<file path="src/rtl/fir_decimator.sv">
// Polyphase FIR lowpass decimator: circular sample RAM, one serial MAC pass
// over TAPS coefficients per DECIM accepted samples, one registered output.
module fir_decimator #(
  parameter int unsigned TAPS        = 86,
  parameter int unsigned DECIM       = 2,
  parameter int unsigned SAMPLE_SIZE = 16,
  parameter int unsigned COEFF_SIZE  = 16,
  parameter int unsigned SHIFT       = 3
) (
  input  logic                                      clk,
  input  logic                                      nrst,
  input  logic                                      din_valid,
  input  logic signed [SAMPLE_SIZE-1:0]             din,
  output logic                                      din_ready,
  output logic                                      coeff_en,
  output logic [$clog2(TAPS)-1:0]                   coeff_addr,
  input  logic signed [COEFF_SIZE-1:0]              coeff,
  output logic                                      dout_valid,
  output logic signed [SAMPLE_SIZE+COEFF_SIZE-1:0]  dout
);

  localparam int unsigned AW = $clog2(TAPS);
  localparam int unsigned FW = $clog2(TAPS + 1);
  localparam int unsigned PW = (DECIM > 1) ? $clog2(DECIM) : 1;
  localparam int unsigned OW = SAMPLE_SIZE + COEFF_SIZE;

  typedef enum logic [1:0] {S_IDLE, S_MAC, S_FLUSH, S_OUT} state_e;

  state_e                  state_q, state_d;
  logic [AW-1:0]           wr_ptr_q, wr_ptr_d;
  logic [PW-1:0]           phase_q, phase_d;
  logic [FW-1:0]           fill_q, fill_d;
  logic [FW-1:0]           fill_lat_q, fill_lat_d;
  logic [AW-1:0]           newest_q, newest_d;
  logic signed [OW-1:0]    acc_q, acc_d;
  logic signed [OW-1:0]    dout_q, dout_d;
  logic                    dout_valid_q, dout_valid_d;
  logic                    din_ready_q, din_ready_d;
  logic                    coeff_en_q, coeff_en_d;
  logic [AW-1:0]           coeff_addr_q, coeff_addr_d;
  logic                    rd_vld_q, rd_vld_d;
  logic                    rd_mask_q, rd_mask_d;

  logic signed [SAMPLE_SIZE-1:0] ram [TAPS];
  logic signed [SAMPLE_SIZE-1:0] rd_data_q;

  logic                          accept;
  logic                          ram_we;
  logic [AW-1:0]                 ram_raddr;
  logic [FW-1:0]                 fill_inc;
  logic [AW-1:0]                 wr_ptr_inc;
  logic                          phase_last;
  logic signed [SAMPLE_SIZE-1:0] sample_op;
  logic signed [OW-1:0]          samp_x, coef_x, prod, mac_sum;

  assign din_ready  = din_ready_q;
  assign coeff_en   = coeff_en_q;
  assign coeff_addr = coeff_addr_q;
  assign dout_valid = dout_valid_q;
  assign dout       = dout_q;

  // Shared datapath: handshake, pointer arithmetic and the masked product
  always_comb begin
    accept     = din_valid & din_ready_q;
    fill_inc   = (fill_q == FW'(TAPS)) ? fill_q : fill_q + FW'(1);
    wr_ptr_inc = (wr_ptr_q == AW'(TAPS - 1)) ? '0 : wr_ptr_q + AW'(1);
    phase_last = (phase_q == PW'(DECIM - 1));
    ram_raddr  = (coeff_addr_q <= newest_q) ? newest_q - coeff_addr_q
                                            : newest_q + AW'(TAPS) - coeff_addr_q;
    sample_op  = rd_mask_q ? '0 : rd_data_q;
    samp_x     = OW'(sample_op);
    coef_x     = OW'(coeff);
    prod       = (samp_x * coef_x) >>> SHIFT;
    mac_sum    = acc_q + prod;
  end

  // Next-state and registered-output logic
  always_comb begin
    state_d      = state_q;
    wr_ptr_d     = wr_ptr_q;
    phase_d      = phase_q;
    fill_d       = fill_q;
    fill_lat_d   = fill_lat_q;
    newest_d     = newest_q;
    acc_d        = acc_q;
    dout_d       = dout_q;
    dout_valid_d = 1'b0;
    din_ready_d  = din_ready_q;
    coeff_en_d   = coeff_en_q;
    coeff_addr_d = coeff_addr_q;
    rd_vld_d     = 1'b0;
    rd_mask_d    = rd_mask_q;
    ram_we       = 1'b0;

    unique case (state_q)
      S_IDLE, S_OUT: begin
        state_d     = S_IDLE;
        din_ready_d = 1'b1;
        if (accept) begin
          ram_we   = 1'b1;
          wr_ptr_d = wr_ptr_inc;
          fill_d   = fill_inc;
          phase_d  = phase_last ? '0 : phase_q + PW'(1);
          if (phase_last) begin
            state_d      = S_MAC;
            acc_d        = '0;
            newest_d     = wr_ptr_q;
            fill_lat_d   = fill_inc;
            coeff_en_d   = 1'b1;
            coeff_addr_d = '0;
            din_ready_d  = 1'b0;
          end
        end
      end
      S_MAC: begin
        rd_vld_d  = 1'b1;
        // Taps beyond the samples seen since reset read as zero
        rd_mask_d = (32'(coeff_addr_q) >= 32'(fill_lat_q));
        if (rd_vld_q) acc_d = mac_sum;
        if (coeff_addr_q == AW'(TAPS - 1)) begin
          state_d      = S_FLUSH;
          coeff_en_d   = 1'b0;
          coeff_addr_d = '0;
        end else begin
          coeff_addr_d = coeff_addr_q + AW'(1);
        end
      end
      S_FLUSH: begin
        acc_d        = mac_sum;
        dout_d       = mac_sum;
        dout_valid_d = 1'b1;
        din_ready_d  = 1'b1;
        state_d      = S_OUT;
      end
      default: state_d = S_IDLE;
    endcase
  end

  always_ff @(posedge clk or negedge nrst) begin
    if (!nrst) begin
      state_q      <= S_IDLE;
      wr_ptr_q     <= '0;
      phase_q      <= '0;
      fill_q       <= '0;
      fill_lat_q   <= '0;
      newest_q     <= '0;
      acc_q        <= '0;
      dout_q       <= '0;
      dout_valid_q <= 1'b0;
      din_ready_q  <= 1'b1;
      coeff_en_q   <= 1'b0;
      coeff_addr_q <= '0;
      rd_vld_q     <= 1'b0;
      rd_mask_q    <= 1'b1;
    end else begin
      state_q      <= state_d;
      wr_ptr_q     <= wr_ptr_d;
      phase_q      <= phase_d;
      fill_q       <= fill_d;
      fill_lat_q   <= fill_lat_d;
      newest_q     <= newest_d;
      acc_q        <= acc_d;
      dout_q       <= dout_d;
      dout_valid_q <= dout_valid_d;
      din_ready_q  <= din_ready_d;
      coeff_en_q   <= coeff_en_d;
      coeff_addr_q <= coeff_addr_d;
      rd_vld_q     <= rd_vld_d;
      rd_mask_q    <= rd_mask_d;
    end
  end

  // Sample RAM: synchronous write on accept, one-cycle read aligned with coeff
  always_ff @(posedge clk) begin
    if (ram_we) ram[wr_ptr_q] <= din;
    rd_data_q <= ram[ram_raddr];
  end

endmodule

</file>
<file path="config.mk">
export PLATFORM = sky130hd
export DESIGN_NAME = fir_decimator
export DESIGN_NICKNAME = d
export VERILOG_FILES = /design/src/rtl/fir_decimator.sv
export SDC_FILE = /design/constraint.sdc
export NUM_CORES = 2
export LEC_CHECK = 0
export BUFFER_PORTS_ARGS = -buffer_cell sky130_fd_sc_hd__buf_2
export CORE_MARGIN = 2
export CORE_UTILIZATION = 55
export DETAILED_ROUTE_END_ITERATION = 16
export PLACE_DENSITY = 0.75
export REMOVE_ABC_BUFFERS = 1
export SYNTH_ARGS = -nofsm -noshare
export SYNTH_HDL_FRONTEND = slang
export SYNTH_SLANG_ARGS = --single-unit
</file>
<file path="constraint.sdc">
create_clock -name clk -period 7.9 [get_ports clk]
set_input_delay 0.395 -clock clk [delete_from_list [all_inputs] [get_ports clk]]
set_output_delay 0.395 -clock clk [all_outputs]
set_load 0.03 [all_outputs]
</file>
==> key figures <==
Critical path
  – Crit path DAT: 8.79 ns
  – Worst Path Buf+Inv: 5
  – CP endpoint kind: flip-flop
  – Cell repeated most along the worst path: fa_1
  – CP top delay family: adder cells
  – Slowest cell on the critical path: dfstp_4
  – WP data required: 8.54 ns
  – Critical path class: flip-flop to flip-flop
  – Startpoint class of the critical path: flip-flop
  – Crit path max fanout: 5
  – CP peak stage delay: 0.70 ns

Clocking
  – Clock latency on the worst-skew pair: 0.80 ns
  – Clk sinks: 1,499
  – CTS Buffer Depth: 3
  – H-tree lvl count: 4
  – TritonCTS clock tree: done
  – Cts bufs inserted: 152
  – Clock root cell: clkbuf_16
  – Worst-path clk slew: 0.06 ns

Cells and area
  – Area grow syn2layout: 13.5%
  – Sequential cell area: 44,300 um^2
  – Post-route design area: 83,900 um^2
  – Non-Filler Instances: 7,282
  – Layout cells sized above 1: 0.206
  – Multi-input logic area: 28,000 um^2
  – Final design utilization: 0.629
  – Fill cell total of the finished layout: 9,512
  – Nets@finish: 5,838

Global route
  – Residual overflow from global routing: 0
  – First-pass GRT wire length: 281,000 um
  – Vias in the first global route: 45.7k
  – Largest net degree at the start of global routing: 134
  – Total global-route track usage: 0.273
  – Initial antenna violation count: 4

Floorplanning
  – Initial Util: 0.554
  – Chip Height: 371 um
  – Rows: 134
  – CORE AREA: 133,000 um^2
  – Total die area: 137,000 um^2
  – Die Width: 371 um
  – I/O pin total: 77

Placed design
  – Port bufs: 76
  – Pre-CTS setup slack: -0.462 ns
  – Gpl congestion: 0.897
  – Placed cells: 6,980
  – Hpwl dp: 116,000 um
  – Post-place instance area: 78,200 um^2

Power
  – Comb power frac: 0.534
  – VDD IR-drop max: 981 uV
  – Power share of the clock group: 0.202
  – Switching part of the total: 0.350
  – PD cells: 406 nW/um^2
  – Power Internal: 0.0222 W
  – Seq pwr share: 0.264
  – Total power: 0.0341 W
  – Net Switching: 0.0119 W
  – Leakage: 29.6 nW

Drt
  – Count of TritonRoute iterations in the first routing pass: 7
  – Post-route DRC: 0
  – Vias/cell: 6.29
  – Vias: 45.8k
  – DR iter-0 viols: 5,255
  – Wirelength per Cell: 25.8 um
  – Final wirelength: 188,000 um
  – Final antenna-violating net count: 0

Synth
  – Count leader, synth: edfxtp_1
  – Number of distinct library cells after synthesis: 79
  – Largest cells by area after synthesis: edfxtp_1, fa_1, mux2i_1
  – #FFs+latches synth: 1,499
  – Async S/R FF share, synth: 0.0714
  – Yosys warning count: 0
  – Post-synthesis sequential area ratio: 0.600
  – Commonest cells in the netlist: edfxtp_1, mux2i_1, inv_1
  – Syn Std Cell Area: 73,900 um^2
  – Yosys top cell by area: edfxtp_1
  – Mean Syn Cell Area: 14.6 um^2
  – Post-synth EDFFs: 1,376
  – Post-synth top area share: 0.559
  – Ys flop type: edfxtp_1
  – Syn Inst Count: 5,074

Run status
  – Status: finished, violations left
  – Failing checks: setup timing

STA
  – Slew @ Worst Pin: 1.35 ns
  – Min Tclk post-route: 8.15 ns
  – # setup viols final: 8
  – Final Slew Violations: 0
  – Final Hold Fails: 0
  – Relative slew slack: 0.0899
  – Worst Skew: 0.0526 ns
  – Setup WS post-layout: -0.248 ns
  – Maximum clock rate: 123 MHz
  – RSZ-0062 raised after global routing: true
  – Final worst-path cycle share: 1.03

Flow run
  – Max Cap Violations: 0

Min path
  – Min-delay worst type: primary input to flip-flop
layout make-up:
cell class                      instances  area share
Antenna cell                            2   0.0000596
Clock buffer                          199      0.0489
Tap cell                             1768      0.0264
Multi-Input combinational cell       2952       0.334
Timing Repair Buffer                  441      0.0395
Clock inverter                         77     0.00798
Inverter                              344      0.0154
Sequential cell                      1499       0.528
through the flow:
step	hold slack (ns)	setup TNS [ns]
2_1_floorplan	0.0994	-287.07
3_3_place_gp	0.388	-2.83
3_5_place_dp	0.393	-4.13
4_1_cts	0.0163	-0.375
5_1_grt	0.0416	-4.56
6_report	0.0511	-1.26
placed cells by master (no fill, tap or decap), drive strengths merged, types with 45 or more instances in the layout:
cell	n
a211oi	45
a21oi	102
a221oi	46
a22o	46
and2	124
buf	439
clkbuf	199
clkinv	64
dfrtp	105
edfxtp	1376
fa	267
ha	146
inv	349
mux2	167
mux2i	430
mux4	130
nand2	254
nor2	249
nor3	78
o211ai	48
o21ai	135
o221ai	45
o22ai	190
xnor2	63
final timing paths:
path	startpoint	slack [ns]	endpoint	cells after the start
min	din[10]	0.05	ram[8][10]	1
min in group asynchronous	nrst	0.12	acc_q[5]	2
min reg2reg	fill_lat_q[6]	0.49	fill_lat_q[6]	2
max reg2reg	rd_mask_q	-0.25	dout[28]	31
max in group asynchronous	nrst	6.37	wr_ptr_q[5]	3
max	rd_mask_q	-0.25	dout[28]	31
sequential cells by signal, summed over array words and instances, names as in the netlist, 7 cells and up:
signal      flops
acc_q          32
coeff_addr      7
dout           32
fill_lat_q      7
fill_q          7
newest_q        7
ram          1376
rd_data_q      16
wr_ptr_q        7
worst reg2reg max path: cells and delay by family (launching register included):
kind	cells	cell delay, ns
multiplexers	1	0.26
buffers and inverters	5	0.54
adder cells (fa/ha/maj)	8	3.62
AND/OR/NAND/NOR	10	1.52
flip-flops	1	0.70
AO/OA/AOI/OAI	5	1.09
XOR/XNOR	2	0.34
power groups by stage:
stage               clock [W]  sequential, W  combinational [W]
global placement            0        0.00915             0.0150
global route          0.00729        0.00899             0.0200
floorplan                   0        0.00913            0.00978
detailed placement          0        0.00915             0.0153
finish                0.00690        0.00899             0.0182
CTS                   0.00699        0.00899             0.0163
metal layers:
layer / global-route usage / share of wire / up-vias / wire, um
met5: 0 / 0 / - / 0
met4: 0.119 / 0.043 / 0 / 8150
met3: 0.0505 / 0.087 / 433 / 16400
met2: 0.454 / 0.49 / 2385 / 92900
met1: 0.353 / 0.38 / 23200 / 70700
li1: - / - / 19800 / -
repair_timing:
| action | 4_1_cts | 5_1_grt |
|---|---|---|
| hold buffers | 2 | 0 |
| gates cloned | 0 | 2 |
| pin swaps | 43 | 55 |
| hold endpoints to repair | 39 | 0 |
| setup endpoints to repair | 18 | 26 |
| gates resized for setup | 72 | 115 |
| buffers inserted | 11 | 13 |
cell families after synthesis:
logic type,synth area share
mux,0.123
simple gates,0.0598
flops,0.600
compound gates,0.0760
fa+ha+maj,0.0970
xor+xnor,0.0104
buf+inv,0.0340
Power figures use the tool's default switching activity.
